<file path="src/rtl/integer_reservation_station_pkg.sv">
// Shared definitions for the integer execution cluster.
// OP_* : ALU operation codes carried by dispatched ops (OP_WIDTH bits wide).
package integer_reservation_station_pkg;

  localparam int OP_WIDTH = 4;

  localparam logic [OP_WIDTH-1:0] OP_ADD  = 4'd0;
  localparam logic [OP_WIDTH-1:0] OP_SUB  = 4'd1;
  localparam logic [OP_WIDTH-1:0] OP_OR   = 4'd2;
  localparam logic [OP_WIDTH-1:0] OP_AND  = 4'd3;
  localparam logic [OP_WIDTH-1:0] OP_XOR  = 4'd4;
  localparam logic [OP_WIDTH-1:0] OP_SLL  = 4'd5;
  localparam logic [OP_WIDTH-1:0] OP_SRL  = 4'd6;
  localparam logic [OP_WIDTH-1:0] OP_SRA  = 4'd7;
  localparam logic [OP_WIDTH-1:0] OP_SLTU = 4'd8;
  localparam logic [OP_WIDTH-1:0] OP_SLT  = 4'd9;

endpackage

</file>
<file path="src/rtl/integer_reservation_station_alu.sv">
// integer_alu: purely combinational integer ALU.
//   operation : op code (OP_* from the package); unknown codes give 0
//   a, b      : SIZE-bit operands; shifts use the low $clog2(SIZE) bits of b
//   result    : SIZE-bit wrap-around result; compares return 1/0 zero-extended
module integer_alu
  import integer_reservation_station_pkg::*;
#(
  parameter int SIZE = 32
) (
  input  logic [OP_WIDTH-1:0] operation,
  input  logic [SIZE-1:0]     a,
  input  logic [SIZE-1:0]     b,
  output logic [SIZE-1:0]     result
);

  localparam int SHIFT_SIZE = $clog2(SIZE);

  logic [SHIFT_SIZE-1:0] shift_amount;

  assign shift_amount = b[SHIFT_SIZE-1:0];

  always_comb begin
    result = '0;
    case (operation)
      OP_ADD:  result = a + b;
      OP_SUB:  result = a - b;
      OP_OR:   result = a | b;
      OP_AND:  result = a & b;
      OP_XOR:  result = a ^ b;
      OP_SLL:  result = a << shift_amount;
      OP_SRL:  result = a >> shift_amount;
      OP_SRA:  result = $signed(a) >>> shift_amount;
      OP_SLTU: result = {{(SIZE-1){1'b0}}, (a < b)};
      OP_SLT:  result = {{(SIZE-1){1'b0}}, ($signed(a) < $signed(b))};
      default: result = '0;
    endcase
  end

endmodule

</file>
<file path="src/rtl/integer_reservation_station.sv">
// integer_reservation_station: ENTRY_COUNT-slot reservation station for the
// integer unit with BUS_COUNT snooped result buses and a registered,
// back-pressured result port.
//   clock, reset (sync, active-high), flush (same effect as reset)
//   load_*        : dispatch port; load_ready/load_tag describe the lowest free entry
//   bus_*         : flattened result buses, bus i at [i*W +: W]
//   result_*      : valid/ready result register, tag = BASE_TAG + entry index
//   occupied_count: number of occupied entries
module integer_reservation_station
  import integer_reservation_station_pkg::*;
#(
  parameter int SIZE        = 32,
  parameter int ENTRY_COUNT = 4,
  parameter int TAG_SIZE    = 4,
  parameter int BASE_TAG    = 0,
  parameter int BUS_COUNT   = 2
) (
  input  logic                              clock,
  input  logic                              reset,
  input  logic                              flush,
  input  logic                              load_valid,
  output logic                              load_ready,
  output logic [TAG_SIZE-1:0]               load_tag,
  input  logic [OP_WIDTH-1:0]               load_operation,
  input  logic                              load_a_preloaded,
  input  logic [TAG_SIZE-1:0]               load_a_source,
  input  logic [SIZE-1:0]                   load_a_value,
  input  logic                              load_b_preloaded,
  input  logic [TAG_SIZE-1:0]               load_b_source,
  input  logic [SIZE-1:0]                   load_b_value,
  input  logic [BUS_COUNT-1:0]              bus_asserted,
  input  logic [BUS_COUNT*TAG_SIZE-1:0]     bus_source,
  input  logic [BUS_COUNT*SIZE-1:0]         bus_value,
  output logic                              result_valid,
  input  logic                              result_ready,
  output logic [TAG_SIZE-1:0]               result_tag,
  output logic [SIZE-1:0]                   result_value,
  output logic [$clog2(ENTRY_COUNT+1)-1:0]  occupied_count
);

  localparam int INDEX_SIZE = (ENTRY_COUNT > 1) ? $clog2(ENTRY_COUNT) : 1;
  localparam int COUNT_SIZE = $clog2(ENTRY_COUNT + 1);

  typedef logic [INDEX_SIZE-1:0] index_t;

  typedef struct packed {
    logic            hit;
    logic [SIZE-1:0] value;
  } snoop_t;

  logic [ENTRY_COUNT-1:0] occupied;
  logic [ENTRY_COUNT-1:0] a_loaded;
  logic [ENTRY_COUNT-1:0] b_loaded;
  logic [ENTRY_COUNT-1:0] ready_mask;
  logic [OP_WIDTH-1:0]    entry_operation [ENTRY_COUNT];
  logic [TAG_SIZE-1:0]    a_source        [ENTRY_COUNT];
  logic [TAG_SIZE-1:0]    b_source        [ENTRY_COUNT];
  logic [SIZE-1:0]        a_value         [ENTRY_COUNT];
  logic [SIZE-1:0]        b_value         [ENTRY_COUNT];

  snoop_t a_snoop [ENTRY_COUNT];
  snoop_t b_snoop [ENTRY_COUNT];
  snoop_t load_a_snoop;
  snoop_t load_b_snoop;

  index_t          load_index;
  index_t          issue_index;
  logic            issue_any;
  logic            issue;
  logic            load_fire;
  logic [SIZE-1:0] alu_result;

  // Lowest-index bus carrying the wanted tag wins (buses scanned high to low).
  function automatic snoop_t snoop(
    input logic [TAG_SIZE-1:0]           tag,
    input logic [BUS_COUNT-1:0]          asserted,
    input logic [BUS_COUNT*TAG_SIZE-1:0] sources,
    input logic [BUS_COUNT*SIZE-1:0]     values
  );
    snoop_t found;
    found = '0;
    for (int unsigned k = BUS_COUNT; k > 0; k--) begin
      if (asserted[k-1] && (sources[(k-1)*TAG_SIZE +: TAG_SIZE] == tag)) begin
        found.hit   = 1'b1;
        found.value = values[(k-1)*SIZE +: SIZE];
      end
    end
    return found;
  endfunction

  always_comb begin
    for (int unsigned i = 0; i < ENTRY_COUNT; i++) begin
      a_snoop[i] = snoop(a_source[i], bus_asserted, bus_source, bus_value);
      b_snoop[i] = snoop(b_source[i], bus_asserted, bus_source, bus_value);
    end
    load_a_snoop = snoop(load_a_source, bus_asserted, bus_source, bus_value);
    load_b_snoop = snoop(load_b_source, bus_asserted, bus_source, bus_value);
  end

  assign ready_mask = occupied & a_loaded & b_loaded;

  // Downward scan so the lowest free / lowest ready entry is the one kept.
  always_comb begin
    load_index  = '0;
    load_ready  = 1'b0;
    issue_index = '0;
    issue_any   = 1'b0;
    for (int unsigned i = ENTRY_COUNT; i > 0; i--) begin
      if (!occupied[i-1]) begin
        load_index = index_t'(i - 1);
        load_ready = 1'b1;
      end
      if (ready_mask[i-1]) begin
        issue_index = index_t'(i - 1);
        issue_any   = 1'b1;
      end
    end
  end

  assign load_tag  = TAG_SIZE'(BASE_TAG) + TAG_SIZE'(load_index);
  assign load_fire = load_valid && load_ready;
  assign issue     = issue_any && (!result_valid || result_ready);

  integer_alu #(
    .SIZE(SIZE)
  ) alu (
    .operation (entry_operation[issue_index]),
    .a         (a_value[issue_index]),
    .b         (b_value[issue_index]),
    .result    (alu_result)
  );

  always_ff @(posedge clock) begin
    if (reset || flush) begin
      occupied       <= '0;
      result_valid   <= 1'b0;
      result_tag     <= '0;
      result_value   <= '0;
      occupied_count <= '0;
    end else begin
      if (issue) begin
        occupied[issue_index] <= 1'b0;
        result_valid          <= 1'b1;
        result_tag            <= TAG_SIZE'(BASE_TAG) + TAG_SIZE'(issue_index);
        result_value          <= alu_result;
      end else if (result_ready) begin
        result_valid <= 1'b0;
      end
      // load_index is always a free entry, issue_index an occupied one,
      // so the two writes never collide.
      if (load_fire) begin
        occupied[load_index] <= 1'b1;
      end
      occupied_count <= occupied_count + COUNT_SIZE'(load_fire) - COUNT_SIZE'(issue);
    end
  end

  // Payload needs no reset: it is only observed through an occupied entry,
  // and a load always rewrites every field of its entry.
  always_ff @(posedge clock) begin
    for (int unsigned i = 0; i < ENTRY_COUNT; i++) begin
      if (!a_loaded[i] && a_snoop[i].hit) begin
        a_loaded[i] <= 1'b1;
        a_value[i]  <= a_snoop[i].value;
      end
      if (!b_loaded[i] && b_snoop[i].hit) begin
        b_loaded[i] <= 1'b1;
        b_value[i]  <= b_snoop[i].value;
      end
    end
    if (load_fire) begin
      entry_operation[load_index] <= load_operation;
      a_source[load_index]        <= load_a_source;
      a_loaded[load_index]        <= load_a_preloaded || load_a_snoop.hit;
      a_value[load_index]         <= load_a_preloaded ? load_a_value : load_a_snoop.value;
      b_source[load_index]        <= load_b_source;
      b_loaded[load_index]        <= load_b_preloaded || load_b_snoop.hit;
      b_value[load_index]         <= load_b_preloaded ? load_b_value : load_b_snoop.value;
    end
  end

endmodule

</file>
<file path="config.mk">
export PLATFORM = sky130hd
export DESIGN_NAME = integer_reservation_station
export DESIGN_NICKNAME = d
export VERILOG_FILES = /design/src/rtl/integer_reservation_station_pkg.sv /design/src/rtl/integer_reservation_station_alu.sv /design/src/rtl/integer_reservation_station.sv
export SDC_FILE = /design/constraint.sdc
export NUM_CORES = 1
export LEC_CHECK = 0
export ABC_AREA = 0
export BUFFER_PORTS_ARGS = -buffer_cell sky130_fd_sc_hd__buf_2
export CAP_MARGIN = 20
export CORE_MARGIN = 2
export CORE_UTILIZATION = 35
export CTS_CLUSTER_SIZE = 40
export DETAILED_ROUTE_END_ITERATION = 7
export PLACE_DENSITY = 0.6
export SLEW_MARGIN = 20
export SYNTH_ARGS = -nofsm -noshare
export SYNTH_HDL_FRONTEND = slang
export SYNTH_SLANG_ARGS = --single-unit
</file>
<file path="constraint.sdc">
create_clock -name clock -period 4.55 [get_ports clock]
set_input_delay 0.455 -clock clock [delete_from_list [all_inputs] [get_ports clock]]
set_output_delay 0.455 -clock clock [all_outputs]
set_load 0.03 [all_outputs]
</file>
# Word level (Yosys, flattened, before mapping)
# Memory sizes are Yosys's and may differ from the RTL's.
# Cells that the tools add are included.
# Widths: inputs -> output; s select.
[classes] mul=0 n_div=0 n_lt_le_gt_ge=6 reduce_logical=47 n_mux=78 n_shift=3 bitwise=8 n_eq_ne=29 n_addsub=4
[op_table] operator="$mux 33" count=20
[op_table] operator="$pmux 32 s10" count=1
[op_table] operator="$eq 4x4->1" count=20
[op_table] operator="$lt 32x32->1" count=2
[op_table] operator="$mux 32" count=2
[op_table] operator="$mux 1" count=38
[op_table] operator="$add 32x32->32" count=1
[op_table] operator="$and 32x32->32" count=1
[op_table] operator="$logic_and 1x1->1" count=32
[op_table] operator="$or 32x32->32" count=1
[op_table] operator="$shl 32x5->32" count=1
[op_table] operator="$shr 32x5->32" count=1
[op_table] operator="$sshr 32x5->32" count=1
[op_table] operator="$sub 32x32->32" count=1
[op_table] operator="$xor 32x32->32" count=1
[op_table] operator="$mux 4" count=5
[op_table] operator="$eq 4x3->1 const B" count=4
[op_table] operator="$mux 2" count=8
[op_table] operator="$and 4x4->4" count=3
[op_table] operator="$logic_not 1->1" count=9
[op_table] operator="$bwmux 4" count=2
[op_table] operator="$eq 4x2->1 const B" count=2
[op_table] operator="$eq 4x4->1 const B" count=2
[op_table] operator="$lt 2x3->1 const B" count=2
[op_table] operator="other kinds (10)" count=15
[word_totals] word_cells=187 register_bits=50 latch_bits=0 inputBits=157 out_inout_bits=45 romBits=0 ram_bits=304 memories=5
[memory_table] name="a_value" depth=4 word_bits=32 read_ports=1 rd_clocked_by_memory_dff=0 write_ports=5 line_no="integer_reservation_station.sv:58" source="logic [SIZE-1:0] a_value [ENTRY_COUNT];"
[memory_table] name="b_value" depth=4 word_bits=32 read_ports=1 rd_clocked_by_memory_dff=0 write_ports=5 line_no="integer_reservation_station.sv:59" source="logic [SIZE-1:0] b_value [ENTRY_COUNT];"
[memory_table] name="a_source" depth=4 word_bits=4 read_ports=4 rd_clocked_by_memory_dff=0 write_ports=1 line_no="integer_reservation_station.sv:56" source="logic [TAG_SIZE-1:0] a_source [ENTRY_COUNT];"
[memory_table] name="b_source" depth=4 word_bits=4 read_ports=4 rd_clocked_by_memory_dff=0 write_ports=1 line_no="integer_reservation_station.sv:57" source="logic [TAG_SIZE-1:0] b_source [ENTRY_COUNT];"
[memory_table] name="entry_operation" depth=4 word_bits=4 read_ports=1 rd_clocked_by_memory_dff=0 write_ports=1 line_no="integer_reservation_station.sv:55" source="logic [OP_WIDTH-1:0] entry_operation [ENTRY_COUNT];"

# Depth between registers and ports, before layout
[logic_depth] ltp_word=16 depth_mapped=23 depth_no_buf=18

# By module
# A second synthesis with hierarchy kept.
[hier_totals] cells_unflattened=3106 area_unflattened_um2=28836.4
[by_module_without_submodules] mod="integer_reservation_station" seq_area_each_um2=10129.7 cells_per_inst=1887 instances=1 area_each_um2=20333.3
[by_module_without_submodules] mod="integer_alu" seq_area_each_um2=0.0 cells_per_inst=1219 instances=1 area_each_um2=8503.2

# Worst setup path after synthesis
# No wires, ideal clock.
[synth_timing] path_kind="input to register" startpoint="input port bus_source[1]" endpoint="memory a_value[0][0], enable pin" setup_slack_ns=-0.183 setup_ns=0.466 arrival_time_ns=4.267 stages=7 n_path_buf=1 required_time_ns=4.084 cell_sequence="clkbuf_1 xnor2_1 nand2_1 nor4_1 a31o_2 inv_1 o21ai_0"
[synth_lines] element="from (decl)" line_no="integer_reservation_station.sv:32" source="input logic [BUS_COUNT*TAG_SIZE-1:0] bus_source,"
[synth_lines] element="to (decl)" line_no="integer_reservation_station.sv:58"

# Worst setup path in the final report
[layout_timing] startpoint="register occupied[2]" endpoint="register result_value[20]"
[layout_via] elab_chain_len=8 elab_cells_between_ends=31 classes_between="add/sub (2); eq/ne (9); shift (3); mux (7); bitwise (5); reduce/logical (2); memory (3)"
[layout_rtl] element="from (decl)" line_no="integer_reservation_station.sv:51" source="logic [ENTRY_COUNT-1:0] occupied;"
[layout_rtl] element="from (signal assigned)" line_no="integer_reservation_station.sv:135" source="occupied <= '0;"
[layout_rtl] element="from (signal, indexed assignment)" line_no="integer_reservation_station.sv:142" source="occupied[issue_index] <= 1'b0;"
[layout_rtl] element="from (signal, indexed assignment)" line_no="integer_reservation_station.sv:152" source="occupied[load_index] <= 1'b1;"
[layout_rtl] element="$and 4x4->4 * (2 in a row)" line_no="integer_reservation_station.sv:100" source="assign ready_mask = occupied & a_loaded & b_loaded;"
[layout_rtl] element="$mux 2 (3 in a row)" line_no="integer_reservation_station.sv:113" source="if (ready_mask[i-1]) begin"
[layout_rtl] element="$mem_v2 4x32, or another cell as far along"
[layout_rtl] element="$sub 32x32->32, or another cell as far along" line_no="integer_reservation_station_alu.sv:26" source="OP_SUB: result = a - b;"
[layout_rtl] element="$pmux 32 s10" line_no="integer_reservation_station_alu.sv:24" source="case (operation)"
[layout_rtl] element="to (signal assigned)" line_no="integer_reservation_station.sv:145" source="result_value <= alu_result;"
[layout_rtl] element="to (decl)" line_no="integer_reservation_station.sv:37" source="output logic [SIZE-1:0] result_value,"
# Mark *: on every way between the ends. The rest lies on a longest branch, timed or not.
# A chain may end at the register's enable or synchronous reset.

==> flow_metrics.tcl <==
set metrics [dict create \
    synth_edf_count 304 \
    htreeDepth 2 \
    final_common_cell "mux2i_1" \
    finalHoldViolCount 0 \
    grt_max_degree 69 \
    overflow 0 \
    setup_ws_ns 0.0539 \
    fp.dieArea_um2 85600 \
    skew_ns 0.0189 \
    worstSetupPathType "flop to flop" \
    ys_warn_count 0 \
    seq_area_frac_synth_pct 34.7 \
    syn_area_um2 29200 \
    drv_cap 0 \
    place_inst 4525 \
    fin_cells 4612 \
    insertion_delay_ns 0.61 \
    ys_async_sr_fraction_pct 0 \
    die_h_um 293 \
    syn2layout_area_growth_pct 17.9 \
    grt_pass1_vias 28200 \
    dieWidth_um 293 \
    ctsLongestPathBuffers 3 \
    fill_cells 8177 \
    drc 0 \
    ant_nets 0 \
    period_minus_slack_ns 4.50 \
    synth_cells 3297 \
    layout-drive-gt1-share_pct 21.1 \
    vias 29800 \
    routed_wl_um 133000 \
    io_buffers 197 \
    timing.final.crit_share_pct 98.8 \
    finalSetupViolations 0 \
    critPathLaunchType "flop" \
    rows 105 \
    via_per_inst 6.47 \
    p_leak_nw 12.4 \
    endpoint_kind "flop" \
    irDropWorstVdd_uv 303 \
    worst_ep_required_time_ns 5.03 \
    initial_core_util_pct 35.5 \
    mostFrequentLayoutCells "mux2i_1, edfxtp_1, buf_4" \
    avgSynthCellArea_um2 8.84 \
    synth_cell_type_count 93 \
    power_mw 10.7 \
    drv_slew 0 \
    clockRootBuffer "clkbuf_16" \
    slew_headroom_pct 18.3 \
    dp_slack_ns -0.308 \
    dp_hpwl_um 96900 \
    crit_fanout 12 \
    core_area_um2 82200 \
    status "finished, final reports clean" \
    clk_pin_slew_ns 0.06 \
    final_util_pct 41.8 \
    fmax_ghz 0.222 \
    arrival_ns 4.98 \
    grt_antenna_before_repair 1 \
    synth-seq-cells 354 \
    synth-main-ff-cell "edfxtp_1" \
    power_density_nw_per_um2 313 \
    hold_path.class "input port to flop" \
    rsz0062_at_grt "true" \
    first_iter_violations 3967 \
    regArea_um2 10100 \
    multi_input_area_um2 17500 \
    grt_pass1_wl_um 193000 \
    final_nets 3768 \
    grtUsageTotal_pct 30.0 \
    tightest_slew_ns 1.23 \
    cts_buffers 43 \
    io_pins 202 \
    drt-pass1-iter-count 8 \
    cts_tree "yes" \
    cts_sinks 354 \
    detail_route.wl_per_cell_um 28.9 \
    gp_congestion 1.03 \
]
-- worst paths after layout --
check	start	to	slack (ns)	cells past startpoint
setup / recovery	occupied[2]	result_value[20]	0.05	20
hold / removal	load_a_source[1]	a_source[1][1]	0.13	1
setup reg to reg	occupied[2]	result_value[20]	0.05	20
hold reg to reg	result_value[6]	result_value[6]	0.49	2
-- logic make-up after synthesis --
| family | count (synthesis) | synth area share (%) |
|---|---|---|
| other cells | 1 | 0.0129 |
| xor+xnor | 98 | 2.94 |
| compound gates | 1196 | 27.6 |
| buf+inv | 481 | 6.96 |
| flops | 354 | 34.7 |
| mux | 329 | 11.4 |
| simple gates | 733 | 11.7 |
| fa+ha+maj | 105 | 4.58 |
-- per-layer routing --
metal / routed length [um] / track usage, % / up-vias
li1: - / - / 13000
met1: 53800 / 40.1 / 14500
met2: 59800 / 47.4 / 1960
met3: 13900 / 6.18 / 361
met4: 5770 / 11.9 / 2
met5: 7 / 0 / -
-- worst max-delay path, cell delays in order (launching register included) --
cell and delay [ns]:
dfxtp_1 0.41, and3_4 0.27, o31ai_4 0.09, buf_12 0.17, a221oi_4 0.35, ha_2 0.28
inv_1 0.07, fa_1 0.47, nand2b_1 0.20, a221oi_1 0.26, buf_4 0.17, o21ai_1 0.11
a21oi_1 0.16, buf_4 0.17, or2_2 0.12, a41o_1 0.21, a211oi_2 0.08, nor3_2 0.18
mux2i_2 0.36, buf_4 0.17, a31oi_1 0.06
-- sequential cells by signal, summed over array words and instances (netlist names) --
signal	cells
occupied	4
b_loaded	4
a_value	128
b_value	128
entry_operation	16
a_loaded	4
result_tag	2
b_source	16
occupied_count	3
result_value	32
result_valid	1
a_source	16
-- what timing repair did --
| action | CTS | global route |
|---|---|---|
| pin swaps | 5 | 10 |
| setup endpoints to repair | 9 | 21 |
| hold buffers | 0 | 0 |
| gates resized for setup | 18 | 42 |
| buffers inserted | 6 | 0 |
-- cells in the mapped netlist (all sizes together) (10+ instances only) --
| cell type | instances | share of area, % |
|---|---|---|
| a21oi | 277 | 4.8 |
| and2 | 12 | 0.26 |
| nor4 | 35 | 0.80 |
| nor3 | 66 | 1.2 |
| inv | 134 | 1.7 |
| mux2i | 310 | 11 |
| and3 | 13 | 0.28 |
| nand4b | 20 | 0.60 |
| xnor2 | 33 | 0.99 |
| a211o | 10 | 0.30 |
| mux2 | 19 | 0.73 |
| ha | 102 | 4.4 |
| o31ai | 11 | 0.33 |
| clkbuf | 221 | 2.8 |
| o22ai | 302 | 6.5 |
| a22oi | 73 | 1.9 |
| o41ai | 22 | 0.69 |
| nand2 | 193 | 2.5 |
| edfxtp | 304 | 31 |
| nand4 | 16 | 0.34 |
| o211ai | 46 | 1.2 |
| nand2b | 17 | 0.36 |
| a221oi | 28 | 1.0 |
| a221o | 14 | 0.51 |
| or3 | 13 | 0.28 |
| dfxtp | 50 | 3.4 |
| xor2 | 65 | 2.0 |
| nor2 | 291 | 3.8 |
| o21a | 46 | 1.2 |
| o2111ai | 11 | 0.33 |
| o21ai | 106 | 1.8 |
| nand3 | 31 | 0.58 |
| a31oi | 22 | 0.49 |
| a211oi | 64 | 1.8 |
| o221ai | 21 | 0.63 |
| a21o | 40 | 1.0 |
| buf | 126 | 2.4 |
-- through the flow --
step                hold slack, ns  setup TNS, ns  instance area (um2)
floorplan                    0.508              0                29200
global placement             0.460         -0.264                32600
detailed placement           0.467         -0.740                32600
CTS                          0.107              0                34200
global route                 0.120        -0.0946                34400
finish                       0.128              0                34400
-- power breakdown --
part           internal [mW]  switching, mW
Sequential              3.63         0.0446
Clock                   2.18           1.56
Combinational           1.14           2.19
Total                   6.95           3.80
-- final cells by class --
cell class	count	area share, %
clock inverters	31	1.15
diodes	1	0.00728
repair buffers	508	9.94
multi-input cells	2465	50.8
clock buffers	49	3.23
flip-flops and latches	354	29.5
well taps	1070	3.90
inverters	134	1.46
No activity file was read; power rests on OpenSTA's default activity.
